### src/rtl/riscv_multicycle_controller.sv
`timescale 1ns/1ps
// -----------------------------------------------------------------------------
// riscv_multicycle_controller
//
// Moore controller for a multi-cycle RV32I datapath (PC/OldPC/IR/MDR/A/B/ALUOut
// registers, shared instruction/data memory). The state register is the only
// storage; every control output is decoded from the current state plus the IR
// fields and the ALU flags, so a control word always belongs to the state
// currently held.
//
// Supported: lw sw add sub and or xor slt sltu addi andi ori xori slti sltiu
//            beq bne blt bge jal jalr lui
//
// Ports
//   clk        in   rising-edge clock
//   rst        in   asynchronous, active-low reset (forces state RESET)
//   op         in   IR[6:0]
//   func3      in   IR[14:12]
//   func7      in   IR[30]
//   zero       in   ALU result == 0
//   neg        in   ALU result bit 31
//   PCWrite    out  load PC from Result
//   adrSrc     out  memory address: 0=PC 1=Result
//   memWrite   out  store B to mem[Adr]
//   IRWrite    out  load IR and OldPC
//   regWrite   out  write Result to rd
//   resultSrc  out  0=ALUOut 1=MDR 2=ALUResult 3=ImmExt
//   ALUSrcA    out  0=PC 1=OldPC 2=A 3=0
//   ALUSrcB    out  0=B 1=ImmExt 2=4 3=0
//   ALUControl out  000 ADD 001 SUB 010 AND 011 OR 100 XOR 101 SLT 110 SLTU
//   immSrc     out  000 I 001 S 010 B 011 J 100 U
//   illegal    out  unsupported-instruction flag
//
// Build option
//   ILLEGAL_TRAP_EN  defined: an unsupported op/func3 parks the FSM in HALT
//                    with illegal=1 until reset.
//                    undefined: the instruction retires as a NOP and illegal
//                    stays 0.
// -----------------------------------------------------------------------------
module riscv_multicycle_controller (
    input  logic       clk,
    input  logic       rst,
    input  logic [6:0] op,
    input  logic [2:0] func3,
    input  logic       func7,
    input  logic       zero,
    input  logic       neg,
    output logic       PCWrite,
    output logic       adrSrc,
    output logic       memWrite,
    output logic       IRWrite,
    output logic       regWrite,
    output logic [1:0] resultSrc,
    output logic [1:0] ALUSrcA,
    output logic [1:0] ALUSrcB,
    output logic [2:0] ALUControl,
    output logic [2:0] immSrc,
    output logic       illegal
);

`ifdef ILLEGAL_TRAP_EN
    localparam logic TRAP_EN = 1'b1;
`else
    localparam logic TRAP_EN = 1'b0;
`endif

    localparam logic [6:0] OP_LOAD   = 7'b0000011;
    localparam logic [6:0] OP_STORE  = 7'b0100011;
    localparam logic [6:0] OP_RTYPE  = 7'b0110011;
    localparam logic [6:0] OP_ITYPE  = 7'b0010011;
    localparam logic [6:0] OP_BRANCH = 7'b1100011;
    localparam logic [6:0] OP_JAL    = 7'b1101111;
    localparam logic [6:0] OP_JALR   = 7'b1100111;
    localparam logic [6:0] OP_LUI    = 7'b0110111;

    typedef enum logic [3:0] {
        S_RESET    = 4'd0,
        S_FETCH    = 4'd1,
        S_DECODE   = 4'd2,
        S_MEMADR   = 4'd3,
        S_MEMREAD  = 4'd4,
        S_MEMWB    = 4'd5,
        S_MEMWRITE = 4'd6,
        S_EXECR    = 4'd7,
        S_EXECI    = 4'd8,
        S_ALUWB    = 4'd9,
        S_BRANCH   = 4'd10,
        S_JAL      = 4'd11,
        S_JALR1    = 4'd12,
        S_JALR2    = 4'd13,
        S_LUI      = 4'd14,
        S_HALT     = 4'd15
    } state_t;

    state_t state_q;
    state_t state_d;

    // func3 -> ALU opcode; sub_en lets func7 select SUB (R-type only).
    function automatic logic [2:0] alu_decode(input logic [2:0] f3, input logic sub_en);
        logic [2:0] ctl;
        case (f3)
            3'b000:  ctl = sub_en ? 3'b001 : 3'b000;
            3'b111:  ctl = 3'b010;
            3'b110:  ctl = 3'b011;
            3'b100:  ctl = 3'b100;
            3'b010:  ctl = 3'b101;
            3'b011:  ctl = 3'b110;
            default: ctl = 3'b000;
        endcase
        return ctl;
    endfunction

    // Branch condition from ALU flags of rs1-rs2; unsupported func3 never branches.
    function automatic logic branch_taken(input logic [2:0] f3, input logic z, input logic n);
        logic taken;
        case (f3)
            3'b000:  taken = z;
            3'b001:  taken = ~z;
            3'b100:  taken = n;
            3'b101:  taken = ~n;
            default: taken = 1'b0;
        endcase
        return taken;
    endfunction

    // Next-state selection.
    always_comb begin
        state_d = state_q;
        case (state_q)
            S_RESET:    state_d = S_FETCH;
            S_FETCH:    state_d = S_DECODE;
            S_DECODE: begin
                case (op)
                    OP_LOAD, OP_STORE: state_d = S_MEMADR;
                    OP_RTYPE:          state_d = S_EXECR;
                    OP_ITYPE:          state_d = S_EXECI;
                    OP_BRANCH:         state_d = S_BRANCH;
                    OP_JAL:            state_d = S_JAL;
                    OP_JALR:           state_d = S_JALR1;
                    OP_LUI:            state_d = S_LUI;
                    default:           state_d = TRAP_EN ? S_HALT : S_FETCH;
                endcase
            end
            S_MEMADR:   state_d = (op == OP_STORE) ? S_MEMWRITE : S_MEMREAD;
            S_MEMREAD:  state_d = S_MEMWB;
            S_MEMWB:    state_d = S_FETCH;
            S_MEMWRITE: state_d = S_FETCH;
            S_EXECR:    state_d = S_ALUWB;
            // Immediate shifts (func3 001/101) are not supported: skip the writeback.
            S_EXECI: begin
                if ((func3 == 3'b001) || (func3 == 3'b101)) begin
                    state_d = TRAP_EN ? S_HALT : S_FETCH;
                end else begin
                    state_d = S_ALUWB;
                end
            end
            S_ALUWB:    state_d = S_FETCH;
            S_BRANCH:   state_d = S_FETCH;
            S_JAL:      state_d = S_ALUWB;
            S_JALR1:    state_d = S_JALR2;
            S_JALR2:    state_d = S_ALUWB;
            S_LUI:      state_d = S_FETCH;
            S_HALT:     state_d = S_HALT;
            default:    state_d = S_RESET;
        endcase
    end

    // State register; reset aborts any instruction immediately.
    always_ff @(posedge clk or negedge rst) begin
        if (!rst) begin
            state_q <= S_RESET;
        end else begin
            state_q <= state_d;
        end
    end

    // Per-state control word; anything not set stays 0.
    always_comb begin
        PCWrite    = 1'b0;
        adrSrc     = 1'b0;
        memWrite   = 1'b0;
        IRWrite    = 1'b0;
        regWrite   = 1'b0;
        resultSrc  = 2'd0;
        ALUSrcA    = 2'd0;
        ALUSrcB    = 2'd0;
        ALUControl = 3'b000;
        immSrc     = 3'b000;
        illegal    = 1'b0;
        case (state_q)
            S_FETCH: begin
                IRWrite   = 1'b1;
                PCWrite   = 1'b1;
                resultSrc = 2'd2;
                ALUSrcB   = 2'd2;
            end
            // Precompute OldPC+imm into ALUOut as a branch/jal target.
            S_DECODE: begin
                ALUSrcA = 2'd1;
                ALUSrcB = 2'd1;
                immSrc  = (op == OP_JAL) ? 3'b011 : 3'b010;
            end
            S_MEMADR: begin
                ALUSrcA = 2'd2;
                ALUSrcB = 2'd1;
                immSrc  = (op == OP_STORE) ? 3'b001 : 3'b000;
            end
            S_MEMREAD: begin
                adrSrc = 1'b1;
            end
            S_MEMWB: begin
                resultSrc = 2'd1;
                regWrite  = 1'b1;
            end
            S_MEMWRITE: begin
                adrSrc   = 1'b1;
                memWrite = 1'b1;
            end
            S_EXECR: begin
                ALUSrcA    = 2'd2;
                ALUControl = alu_decode(func3, func7);
            end
            S_EXECI: begin
                ALUSrcA    = 2'd2;
                ALUSrcB    = 2'd1;
                ALUControl = alu_decode(func3, 1'b0);
            end
            S_ALUWB: begin
                regWrite = 1'b1;
            end
            S_BRANCH: begin
                ALUSrcA    = 2'd2;
                ALUControl = 3'b001;
                PCWrite    = branch_taken(func3, zero, neg);
            end
            // PC <= target held in ALUOut while ALU forms the link OldPC+4.
            S_JAL, S_JALR2: begin
                PCWrite = 1'b1;
                ALUSrcA = 2'd1;
                ALUSrcB = 2'd2;
            end
            S_JALR1: begin
                ALUSrcA = 2'd2;
                ALUSrcB = 2'd1;
            end
            S_LUI: begin
                immSrc    = 3'b100;
                resultSrc = 2'd3;
                regWrite  = 1'b1;
            end
            S_HALT: begin
                illegal = TRAP_EN;
            end
            default: begin
                illegal = 1'b0;
            end
        endcase
    end

endmodule

### config.mk
export PLATFORM = sky130hd
export DESIGN_NAME = riscv_multicycle_controller
export DESIGN_NICKNAME = d
export VERILOG_FILES = /design/src/rtl/riscv_multicycle_controller.sv
export SDC_FILE = /design/constraint.sdc
export NUM_CORES = 1
export LEC_CHECK = 0
export ABC_AREA = 1
export BUFFER_PORTS_ARGS = -buffer_cell sky130_fd_sc_hd__buf_2
export CAP_MARGIN = 10
export CORE_UTILIZATION = 44
export DETAILED_ROUTE_END_ITERATION = 16
export PLACE_DENSITY = 0.82
export SETUP_SLACK_MARGIN = 0.3
export SYNTH_ARGS = -nofsm -noshare
export SYNTH_HDL_FRONTEND = slang
export SYNTH_SLANG_ARGS = --single-unit
### constraint.sdc
create_clock -name clk -period 1.35 [get_ports clk]
set_input_delay 0.135 -clock clk [delete_from_list [all_inputs] [get_ports clk]]
set_output_delay 0.135 -clock clk [all_outputs]
set_load 0.02 [all_outputs]
==> impl_metrics.py, run 1 <==
metrics = {
    "run_status": {
        "tool.error": "[ERROR DPL-0038] Utilization greater than 100%, impossible to legalize",
        "status": "did not finish",
        "flow.stopped_at": "global routing (5_1_grt)",
    },
    "placed_design": {
        "portBuffers": 31,
        "place_hpwl_mm": 1.56,
        "dp.cells": 183,
        "place.gp.congestion": 0.838,
    },
    "floorplanning": {
        "rows": 13,
        "fp.dieW_um": 40.5,
        "start_util_pct": 48.9,
        "fp.dieH_um": 40.5,
        "ios": 33,
    },
    "logic_synthesis": {
        "synth_top_cell_area_share_pct": 21.9,
        "ys_ff_latch": 4,
        "ys_warn_count": 0,
        "synth.distinct_cells": 23,
        "synthCells": 125,
        "syn_area_per_cell_um2": 5.22,
        "synthTopCellsByArea": "nand2_1, dfrtp_1, nor2_1",
        "synth.largest_area_cell": "nand2_1",
        "syn_nets": 140,
        "syn_area_um2": 652,
        "seq_area_frac_synth_pct": 15.4,
    },
    "timing": {
        "repair-timing-grt-worst-ep": "ALUControl[1]",
        "worst_path_end_type": "top-level output",
    },
    "cts": {
        "cts_num_sinks": 4,
        "h-tree-depth": 1,
        "root_buffer": "clkbuf_4",
        "cts_buffers": 3,
        "cts_max_path_buffers": 2,
    },
    "grt": {
        "grt_max_degree": 6,
    },
}
[cell usage after synthesis]
cell type / n
a21boi_0: 1
a21oi_1: 1
buf_4: 1
buf_6: 1
conb_1: 1
dfrtp_1: 4
inv_1: 16
inv_2: 6
nand2_1: 38
nand3_1: 10
nand4_1: 2
nor2_1: 25
nor2_2: 1
nor2_4: 1
nor3_1: 3
nor3_2: 2
nor3b_2: 1
o2111ai_1: 1
o211ai_1: 2
o21a_1: 1
o21ai_0: 5
o21bai_1: 1
or2_2: 1
[metrics by stage]
stage                     hold WS (ns)  setup TNS (ns)  utilization [%]  instance area [um2]  worst slack [ns]
after CTS                        0.228           -2.38             87.0                 1160            -0.217
after detailed placement       -0.0599         -0.0318             74.7                  996           -0.0318
after global placement         -0.0617         -0.0114             74.7                  996           -0.0114
after floorplan                 -0.161               0                -                  736            0.0854
[kinds of logic after synthesis]
| family | after synthesis | synth area share, % |
|---|---|---|
| and+or+nand+nor | 84 | 56.8 |
| buffers and inverters | 24 | 15.5 |
| AOI/OAI and AO/OA | 12 | 11.7 |
| DFF | 4 | 15.4 |
| other | 1 | 0.575 |
[timing repair]
| item | CTS |
|---|---|
| hold buffers | 1 |
| setup buffers | 2 |
| endpoints found under the setup margin | 20 |
| resized for setup | 37 |
| pin swaps | 6 |
| endpoints found under the hold margin | 4 |
==> run 2, diff against run 1 <==
--- a/config.mk
+++ b/config.mk
@@ -8,10 +8,10 @@
 export ABC_AREA = 1
 export BUFFER_PORTS_ARGS = -buffer_cell sky130_fd_sc_hd__buf_2
 export CAP_MARGIN = 10
-export CORE_UTILIZATION = 44
+export CORE_AREA = 2 2 63 65
 export DETAILED_ROUTE_END_ITERATION = 16
-export PLACE_DENSITY = 0.82
-export SETUP_SLACK_MARGIN = 0.3
+export DIE_AREA = 0 0 65 67
+export PLACE_DENSITY_LB_ADDON = 0.15
 export SYNTH_ARGS = -nofsm -noshare
 export SYNTH_HDL_FRONTEND = slang
 export SYNTH_SLANG_ARGS = --single-unit
==> impl_metrics.py, run 2 <==
metrics = {
    "run_status": {
        "status": "finished, violations left",
        "violations": "negative setup slack",
    },
    "floorplanning": {
        "fp.dieH_um": 67,
        "start_util_pct": 18.1,
        "die_area_um2": 4360,
        "core_area_um2": 3610,
        "ios": 33,
        "rows": 22,
        "fp.dieW_um": 65,
    },
    "logic_synthesis": {
        "ys_warn_count": 0,
        "syn_area_um2": 652,
        "syn_nets": 140,
        "synth_top_cell_area_share_pct": 21.9,
        "ys.flop_type": "dfrtp_1",
        "synthTopCellsByArea": "nand2_1, dfrtp_1, nor2_1",
        "synth.distinct_cells": 23,
        "yosysMostFrequentCell": "nand2_1",
        "synthTopCellsByCount": "nand2_1, nor2_1, inv_1, nand3_1, inv_2",
        "ys_ff_latch": 4,
        "seq_area_frac_synth_pct": 15.4,
        "syn_area_per_cell_um2": 5.22,
        "async_flop_share_pct": 100,
        "synth_edf_count": 0,
        "synth.largest_area_cell": "nand2_1",
        "synthCells": 125,
    },
    "cts": {
        "cts_tree": "done",
        "path_clk_slew_ns": 0.03,
        "insertion_delay_ns": 0.21,
        "cts_max_path_buffers": 2,
        "h-tree-depth": 1,
        "cts_buffers": 3,
        "root_buffer": "clkbuf_8",
        "cts_num_sinks": 4,
    },
    "placed_design": {
        "portBuffers": 31,
        "place.gp.congestion": 0.780,
        "place_hpwl_mm": 1.76,
        "dp.cells": 212,
        "pre_cts_slack_ns": -0.0376,
    },
    "finish": {
        "diodes": 0,
        "fill_cells": 399,
        "largest_reg_flops": 4,
        "drive_above_1_share_pct": 54.5,
        "reg_top3": "state_q x4",
        "regMostFlops": "state_q",
        "mostFrequentLayoutCells": "nand2_1, buf_4, buf_6, nor2_1, buf_2",
        "final_cells": 226,
        "syn_to_final_growth_pct": 106,
        "final_common_cell": "nand2_1",
        "fin_nets": 195,
    },
    "worst_setup_path": {
        "cp-start-kind": "flop",
        "cp_data_arrival_time_ns": 1.42,
        "crit_path_max_fanout": 4,
        "max_stage_delay_ns": 0.46,
        "crit_slowest_cell": "dfrtp_2",
        "crit_path_cell_trace": "nor2_4 > nand2_2 > nor3_4 > o21bai_4 > buf_6",
        "crit_required_ns": 1.22,
        "worstSetupEndpointType": "primary output",
        "path_class": "flop to primary output",
        "r2r_slack_ns": 0.04,
    },
    "run": {
        "drv_cap": 0,
    },
    "grt": {
        "track_usage_pct": 10.0,
        "antenna_found_initial": 0,
        "grt_pass1_wl_mm": 3.42,
        "grt-ovfl-total": 0,
        "grt_pass1_vias": 820,
        "grt_max_degree": 7,
    },
    "timing": {
        "rsz0062_at_grt": "yes",
        "final_hold_viol_count": 0,
        "drv_slew": 0,
        "fmax_ghz": 0.644,
        "holdWs_ns": 0.258,
        "fin_skew_ns": 0.00439,
        "fin_crit_ns": 1.55,
        "setup_viol": 15,
        "finalCritPeriodShare_pct": 115,
        "layout_setup_ws_ns": -0.203,
    },
    "power_and_ir_drop": {
        "power.density_nw_per_um2": 1970,
        "ir_drop_v": 0.000600,
        "power.total_mw": 2.64,
        "p_leak_nw": 0.725,
    },
    "detailed_routing": {
        "drt_iter0_drc": 26,
        "drcViolationCount": 0,
        "num_vias": 942,
        "viasPerCell": 4.17,
        "avgRoutedWirePerCell_um": 9.83,
        "firstDrtPassIters": 4,
        "totalWireLength_mm": 2.22,
        "ant_nets": 0,
    },
    "min_path": {
        "hold_class": "input pin to async pin",
    },
}
run 2: power breakdown:
group          leakage (nW)  switching, mW  internal (mW)  total (mW)
Sequential           0.0457          0.134          0.183       0.317
Clock                0.0216         0.0542          0.189       0.243
Combinational         0.657           1.08          0.998        2.08
Total                 0.725           1.27           1.37        2.64
run 2: worst paths after layout:
| kind | start | to | depth (start not counted) |
|---|---|---|---|
| max | state_q[3] | immSrc[0] | 5 |
| min | rst | state_q[0] | 2 |
| max reg2reg | state_q[3] | state_q[1] | 7 |
| min reg2reg | state_q[2] | state_q[0] | 3 |
| max in group asynchronous | rst | state_q[3] | 2 |
| min in group clk | op[6] | state_q[3] | 6 |
run 2: what timing repair did:
| action | 4_1_cts | 5_1_grt |
|---|---|---|
| hold endpoints to repair | 4 | 0 |
| gates resized for setup | 20 | 61 |
| hold buffers | 1 | 0 |
| pin swaps | 6 | 11 |
| endpoints found under the setup margin | 16 | 18 |
| setup buffers | 4 | 7 |
run 2: final cells by class:
type                            instances  area, um2  share of cell area (%)
Tap cell                               48       60.1                    4.47
Multi-Input combinational cell         97        612                    45.6
Inverter                               22       95.1                    7.08
Timing Repair Buffer                   52        429                    32.0
Clock buffer                            3       41.3                    3.08
Sequential cell                         4        105                    7.83
run 2: kinds of logic (layout without fill, tap and decap cells):
logic type             after synthesis  after routing  synth area share, %
other                                1              1                0.575
buffers and inverters               24             77                 15.5
DFF                                  4              4                 15.4
and+or+nand+nor                     84             84                 56.8
AOI/OAI and AO/OA                   12             12                 11.7
run 2: critical path: cells and delay by family (launching register included):
family	cells	cell delay, ns
AO/OA/AOI/OAI	1	0.14
AND/OR/NAND/NOR	3	0.48
buffers and inverters	1	0.13
flip-flops	1	0.46
run 2: routing by layer:
metal,up-vias,share of wire [%],GRT usage (%)
met2,27,51,16.8
met5,-,0,0
met1,414,43,13.1
met4,0,0,2.39
met3,0,6.3,2.03
li1,501,-,-
run 2: through the flow:
step	cell area (um2)	utilization [%]	TNS, ns
5_1_grt	1340	37.2	-2.88
6_report	1340	37.2	-1.79
2_1_floorplan	661	-	-0.00993
3_3_place_gp	932	25.9	-0.00453
3_5_place_dp	932	25.9	-0.0863
4_1_cts	1060	29.5	-1.71
Note: power is estimated with default switching activity, not from simulation.
==> run 3, diff against run 2 <==
--- a/config.mk
+++ b/config.mk
@@ -12,6 +12,7 @@
 export DETAILED_ROUTE_END_ITERATION = 16
 export DIE_AREA = 0 0 65 67
 export PLACE_DENSITY_LB_ADDON = 0.15
+export SKIP_LAST_GASP = 1
 export SYNTH_ARGS = -nofsm -noshare
 export SYNTH_HDL_FRONTEND = slang
 export SYNTH_SLANG_ARGS = --single-unit
==> impl_metrics.py, run 3 (same netlist as run 2, synthesis figures left out) <==
metrics = {
    "run_status": {
        "status": "finished, violations left",
        "violations": "negative setup slack",
    },
    "min_path": {
        "hold_class": "input pin to async pin",
    },
    "placed_design": {
        "place.gp.congestion": 0.780,
        "place_hpwl_mm": 1.76,
        "portBuffers": 31,
        "dp.cells": 212,
        "pre_cts_slack_ns": -0.0376,
    },
    "finish": {
        "syn_to_final_growth_pct": 102,
        "largest_reg_flops": 4,
        "fin_nets": 195,
        "diodes": 0,
        "final_cells": 226,
        "fill_cells": 399,
        "drive_above_1_share_pct": 52.8,
        "reg_top3": "state_q x4",
        "regMostFlops": "state_q",
        "final_common_cell": "nand2_1",
        "mostFrequentLayoutCells": "nand2_1, buf_4, nor2_1, buf_2, buf_6",
    },
    "floorplanning": {
        "die_area_um2": 4360,
        "fp.dieW_um": 65,
        "core_area_um2": 3610,
        "fp.dieH_um": 67,
        "rows": 22,
        "ios": 33,
        "start_util_pct": 18.1,
    },
    "grt": {
        "grt_pass1_wl_mm": 3.42,
        "grt_max_degree": 7,
        "antenna_found_initial": 0,
        "grt_pass1_vias": 820,
        "track_usage_pct": 10.0,
        "grt-ovfl-total": 0,
    },
    "cts": {
        "insertion_delay_ns": 0.21,
        "cts_max_path_buffers": 2,
        "cts_buffers": 3,
        "cts_num_sinks": 4,
        "path_clk_slew_ns": 0.03,
        "root_buffer": "clkbuf_8",
        "cts_tree": "done",
        "h-tree-depth": 1,
    },
    "timing": {
        "layout_setup_ws_ns": -0.202,
        "fin_crit_ns": 1.55,
        "drv_slew": 0,
        "finalCritPeriodShare_pct": 115,
        "final_hold_viol_count": 0,
        "holdWs_ns": 0.258,
        "fmax_ghz": 0.644,
        "setup-tns-final_ns": -1.86,
        "rsz0062_at_grt": "yes",
        "fin_skew_ns": 0.00439,
        "setup_viol": 15,
    },
    "detailed_routing": {
        "viasPerCell": 4.13,
        "avgRoutedWirePerCell_um": 9.73,
        "drt_iter0_drc": 27,
        "totalWireLength_mm": 2.20,
        "firstDrtPassIters": 4,
        "drcViolationCount": 0,
        "ant_nets": 0,
        "num_vias": 933,
    },
    "worst_setup_path": {
        "reg2reg_depth": 7,
        "startpoint": "state_q[3]",
        "cp-start-kind": "flop",
        "crit_required_ns": 1.22,
        "worstSetupEndpointType": "primary output",
        "path_class": "flop to primary output",
        "cp_data_arrival_time_ns": 1.42,
        "r2r-start": "state_q[3]",
        "crit_path_max_fanout": 4,
    },
    "power_and_ir_drop": {
        "ir_drop_v": 0.000587,
        "p_leak_nw": 0.716,
        "power.density_nw_per_um2": 1960,
    },
    "run": {
        "drv_cap": 0,
    },
}
==> run 3: where the power goes <==
| group | internal (mW) | switching, mW | leakage (nW) | total, mW |
|---|---|---|---|---|
| clock | 0.189 | 0.0542 | 0.0216 | 0.243 |
| combinational | 0.965 | 1.06 | 0.649 | 2.03 |
| sequential | 0.183 | 0.130 | 0.0457 | 0.313 |
==> run 3: per-layer routing <==
metal | up-vias | share of wire [%] | GRT usage [%]
li1 | 500 | - | -
met1 | 408 | 44 | 13.1
met2 | 25 | 50 | 16.8
met3 | 0 | 5.8 | 2.03
met4 | 0 | 0 | 2.39
met5 | - | 0 | 0
==> run 3: timing repair <==
item / in CTS / in global routing
resized for setup: 20 / 54
setup buffers: 4 / 7
setup endpoints to repair: 16 / 18
pin swaps: 6 / 10
hold buffers: 1 / 0
gates cloned: 0 / 0
hold endpoints to repair: 4 / 0
==> run 3: path summary, 6_finish.rpt <==
kind | end | slack [ns]
max in group asynchronous | state_q[3] | 0.95
setup reg to reg | state_q[1] | 0.03
min in group clk | state_q[3] | 0.38
hold / removal | state_q[0] | 0.26
hold reg to reg | state_q[0] | 0.67
setup / recovery | immSrc[0] | -0.20
==> run 3: final cells by class <==
type | instances | area [um2] | area share (%)
clock buffers | 3 | 41.3 | 3.13
inverters | 22 | 92.6 | 7.03
flip-flops and latches | 4 | 105 | 7.98
well taps | 48 | 60.1 | 4.56
multi-input cells | 97 | 599 | 45.5
repair buffers | 52 | 419 | 31.8
==> run 3: critical path, stage by stage, from the launching register on <==
cell and delay [ns]:
dfrtp_2 0.46, nor2_4 0.19, nand2_2 0.10, nor3_4 0.19, o21bai_4 0.14, buf_6 0.13
==> run 3: per-stage QoR <==
step                area [um2]  util, %  power, mW
floorplan                  661        -       1.02
global placement           932     25.9       1.51
detailed placement         932     25.9       1.51
CTS                       1060     29.5       1.94
global route              1320     36.5       2.77
finish                    1320     36.5       2.58
==> run 4, diff against run 3 <==
--- a/config.mk
+++ b/config.mk
@@ -11,7 +11,6 @@
 export CORE_AREA = 2 2 63 65
 export DETAILED_ROUTE_END_ITERATION = 16
 export DIE_AREA = 0 0 65 67
-export PLACE_DENSITY_LB_ADDON = 0.15
 export SKIP_LAST_GASP = 1
 export SYNTH_ARGS = -nofsm -noshare
 export SYNTH_HDL_FRONTEND = slang
==> constraint.sdc (replaced) <==
create_clock -name clk -period 1.4 [get_ports clk]
set_input_delay 0.14 -clock clk [delete_from_list [all_inputs] [get_ports clk]]
set_output_delay 0.14 -clock clk [all_outputs]
set_load 0.01 [all_outputs]
==> impl_metrics.py, run 4 (same netlist as run 2, synthesis figures left out) <==
metrics = {
    "cts": {
        "cts_max_path_buffers": 2,
        "root_buffer": "clkbuf_8",
        "cts_buffers": 3,
        "path_clk_slew_ns": 0.03,
        "cts_num_sinks": 4,
        "h-tree-depth": 1,
        "cts_tree": "done",
        "insertion_delay_ns": 0.21,
    },
    "finish": {
        "fin_nets": 190,
        "largest_reg_flops": 4,
        "fill_cells": 400,
        "regMostFlops": "state_q",
        "syn_to_final_growth_pct": 74.9,
        "diodes": 0,
        "mostFrequentLayoutCells": "nand2_1, buf_2, nor2_1, inv_1, buf_4",
        "drive_above_1_share_pct": 49.7,
        "final_common_cell": "nand2_1",
        "reg_top3": "state_q x4",
    },
    "detailed_routing": {
        "drcViolationCount": 0,
        "totalWireLength_mm": 2.10,
        "ant_nets": 0,
        "avgRoutedWirePerCell_um": 9.52,
        "firstDrtPassIters": 4,
        "drt_iter0_drc": 30,
        "viasPerCell": 4.16,
        "num_vias": 919,
    },
    "timing": {
        "fin_crit_ns": 1.53,
        "layout_setup_ws_ns": -0.126,
        "drv_slew": 0,
        "fin_skew_ns": 0.000347,
        "finalCritPeriodShare_pct": 109,
        "setup-tns-final_ns": -0.817,
        "setup_viol": 12,
        "rsz0062_at_grt": "yes",
        "final_hold_viol_count": 0,
        "fmax_ghz": 0.655,
    },
    "worst_setup_path": {
        "max_stage_delay_ns": 0.45,
        "critPathBufInv": 2,
        "r2r-start": "state_q[3]",
        "crit_slowest_cell": "dfrtp_2",
        "crit_path_max_fanout": 6,
        "worstSetupEndpointType": "primary output",
        "crit_path_cell_trace": "nand2_4 > buf_4 > o21a_1 > nor3b_2 > buf_2",
        "crit_required_ns": 1.26,
        "path_class": "flop to primary output",
        "r2r_slack_ns": 0.12,
        "r2r_end": "state_q[3]",
        "crit_family": "flip-flops",
        "cp_data_arrival_time_ns": 1.39,
        "cp-start-kind": "flop",
        "reg2reg_depth": 6,
    },
    "power_and_ir_drop": {
        "p_int_uw": 959,
        "clkPwrFrac_pct": 12.6,
        "power.density_nw_per_um2": 1650,
        "p_leak_nw": 0.668,
        "switching_power_uw": 927,
        "power.total_mw": 1.89,
        "comb_power_share_pct": 71.7,
        "seqPwrFrac_pct": 15.7,
        "ir_drop_v": 0.000488,
        "switching_share_pct": 49.1,
    },
    "grt": {
        "antenna_found_initial": 0,
        "grt_pass1_vias": 844,
        "grt_max_degree": 7,
        "grt-ovfl-total": 0,
        "grt_pass1_wl_mm": 3.44,
        "track_usage_pct": 10.0,
    },
    "min_path": {
        "hold_class": "input pin to async pin",
    },
    "placed_design": {
        "pre_cts_slack_ns": -0.000193,
        "place.gp.congestion": 0.806,
        "portBuffers": 31,
        "place_hpwl_mm": 1.60,
    },
    "floorplanning": {
        "ios": 33,
        "core_area_um2": 3610,
        "fp.dieH_um": 67,
        "die_area_um2": 4360,
        "start_util_pct": 18.1,
        "rows": 22,
        "fp.dieW_um": 65,
    },
    "run_status": {
        "violations": "negative setup slack",
        "status": "finished, violations left",
    },
    "run": {
        "drv_cap": 0,
    },
}
run 4: cell count changes in the layout (fill, tap and decap cells not counted), moves of 2 or more:
cell / before / now
buf_4: 18 / 13
buf_6: 15 / 2
buf_2: 17 / 31
inv_4: 4 / 2
nor2_2: 2 / 4
run 4: area by class of cell:
cell class	instances	area, um2	area share (%)
clock buffer	3	41.3	3.62
sequential	4	105	9.22
timing repair buffer	47	285	25.0
inverter	22	87.6	7.68
tap	48	60.1	5.27
multi-input combinational	97	561	49.2
run 4: power groups by stage:
stage / logic (mW) / clock network [mW] / registers, mW
global placement: 0.929 / 0 / 0.236
detailed placement: 0.926 / 0 / 0.237
finish: 1.35 / 0.237 / 0.296
global route: 1.48 / 0.255 / 0.308
CTS: 1.23 / 0.245 / 0.262
floorplan: 0.614 / 0 / 0.203
run 4: through the flow:
| step | std cells | instance area [um2] | utilization [%] | hold WS (ns) |
|---|---|---|---|---|
| CTS | 219 | 1060 | 29.4 | 0.273 |
| global route | 221 | 1140 | 31.6 | 0.281 |
| global placement | 205 | 871 | 24.1 | -0.0537 |
| detailed placement | 205 | 871 | 24.1 | -0.0527 |
| finish | 221 | 1140 | 31.6 | 0.272 |
| floorplan | 125 | 652 | - | -0.156 |
run 4: metal layers:
metal / global-route usage (%) / part of all wire [%] / vias up
met5: 0 / 0 / -
met2: 16.6 / 48 / 21
met1: 12.7 / 47 / 410
met3: 0.845 / 3.3 / 2
met4: 5.85 / 1.5 / 0
li1: - / - / 486
run 4: what timing repair did:
action	4_1_cts	5_1_grt
pin swaps	6	4
hold buffers	1	0
setup buffers	10	3
endpoints found under the hold margin	4	0
cloned	0	0
setup endpoints to repair	14	16
gates resized for setup	23	19
run 4: worst max-delay path by stage:
stage / endpoint / depth (start not counted) / startpoint / slack (ns)
global placement: ALUControl[1] / 5 / state_q[0] / 0.05
finish: ALUControl[1] / 5 / state_q[0] / -0.13
detailed placement: immSrc[0] / 5 / state_q[3] / -0.0002
global route: regWrite / 5 / state_q[1] / -0.21
CTS: immSrc[0] / 6 / state_q[1] / -0.12
floorplan: immSrc[0] / 5 / state_q[3] / 0.15
run 4: worst reg2reg max path, delay by kind of cell, from the launching register on:
kind	cells	cell delay, ns
buffers and inverters	1	0.08
flip-flops	1	0.46
AND/OR/NAND/NOR	5	0.61
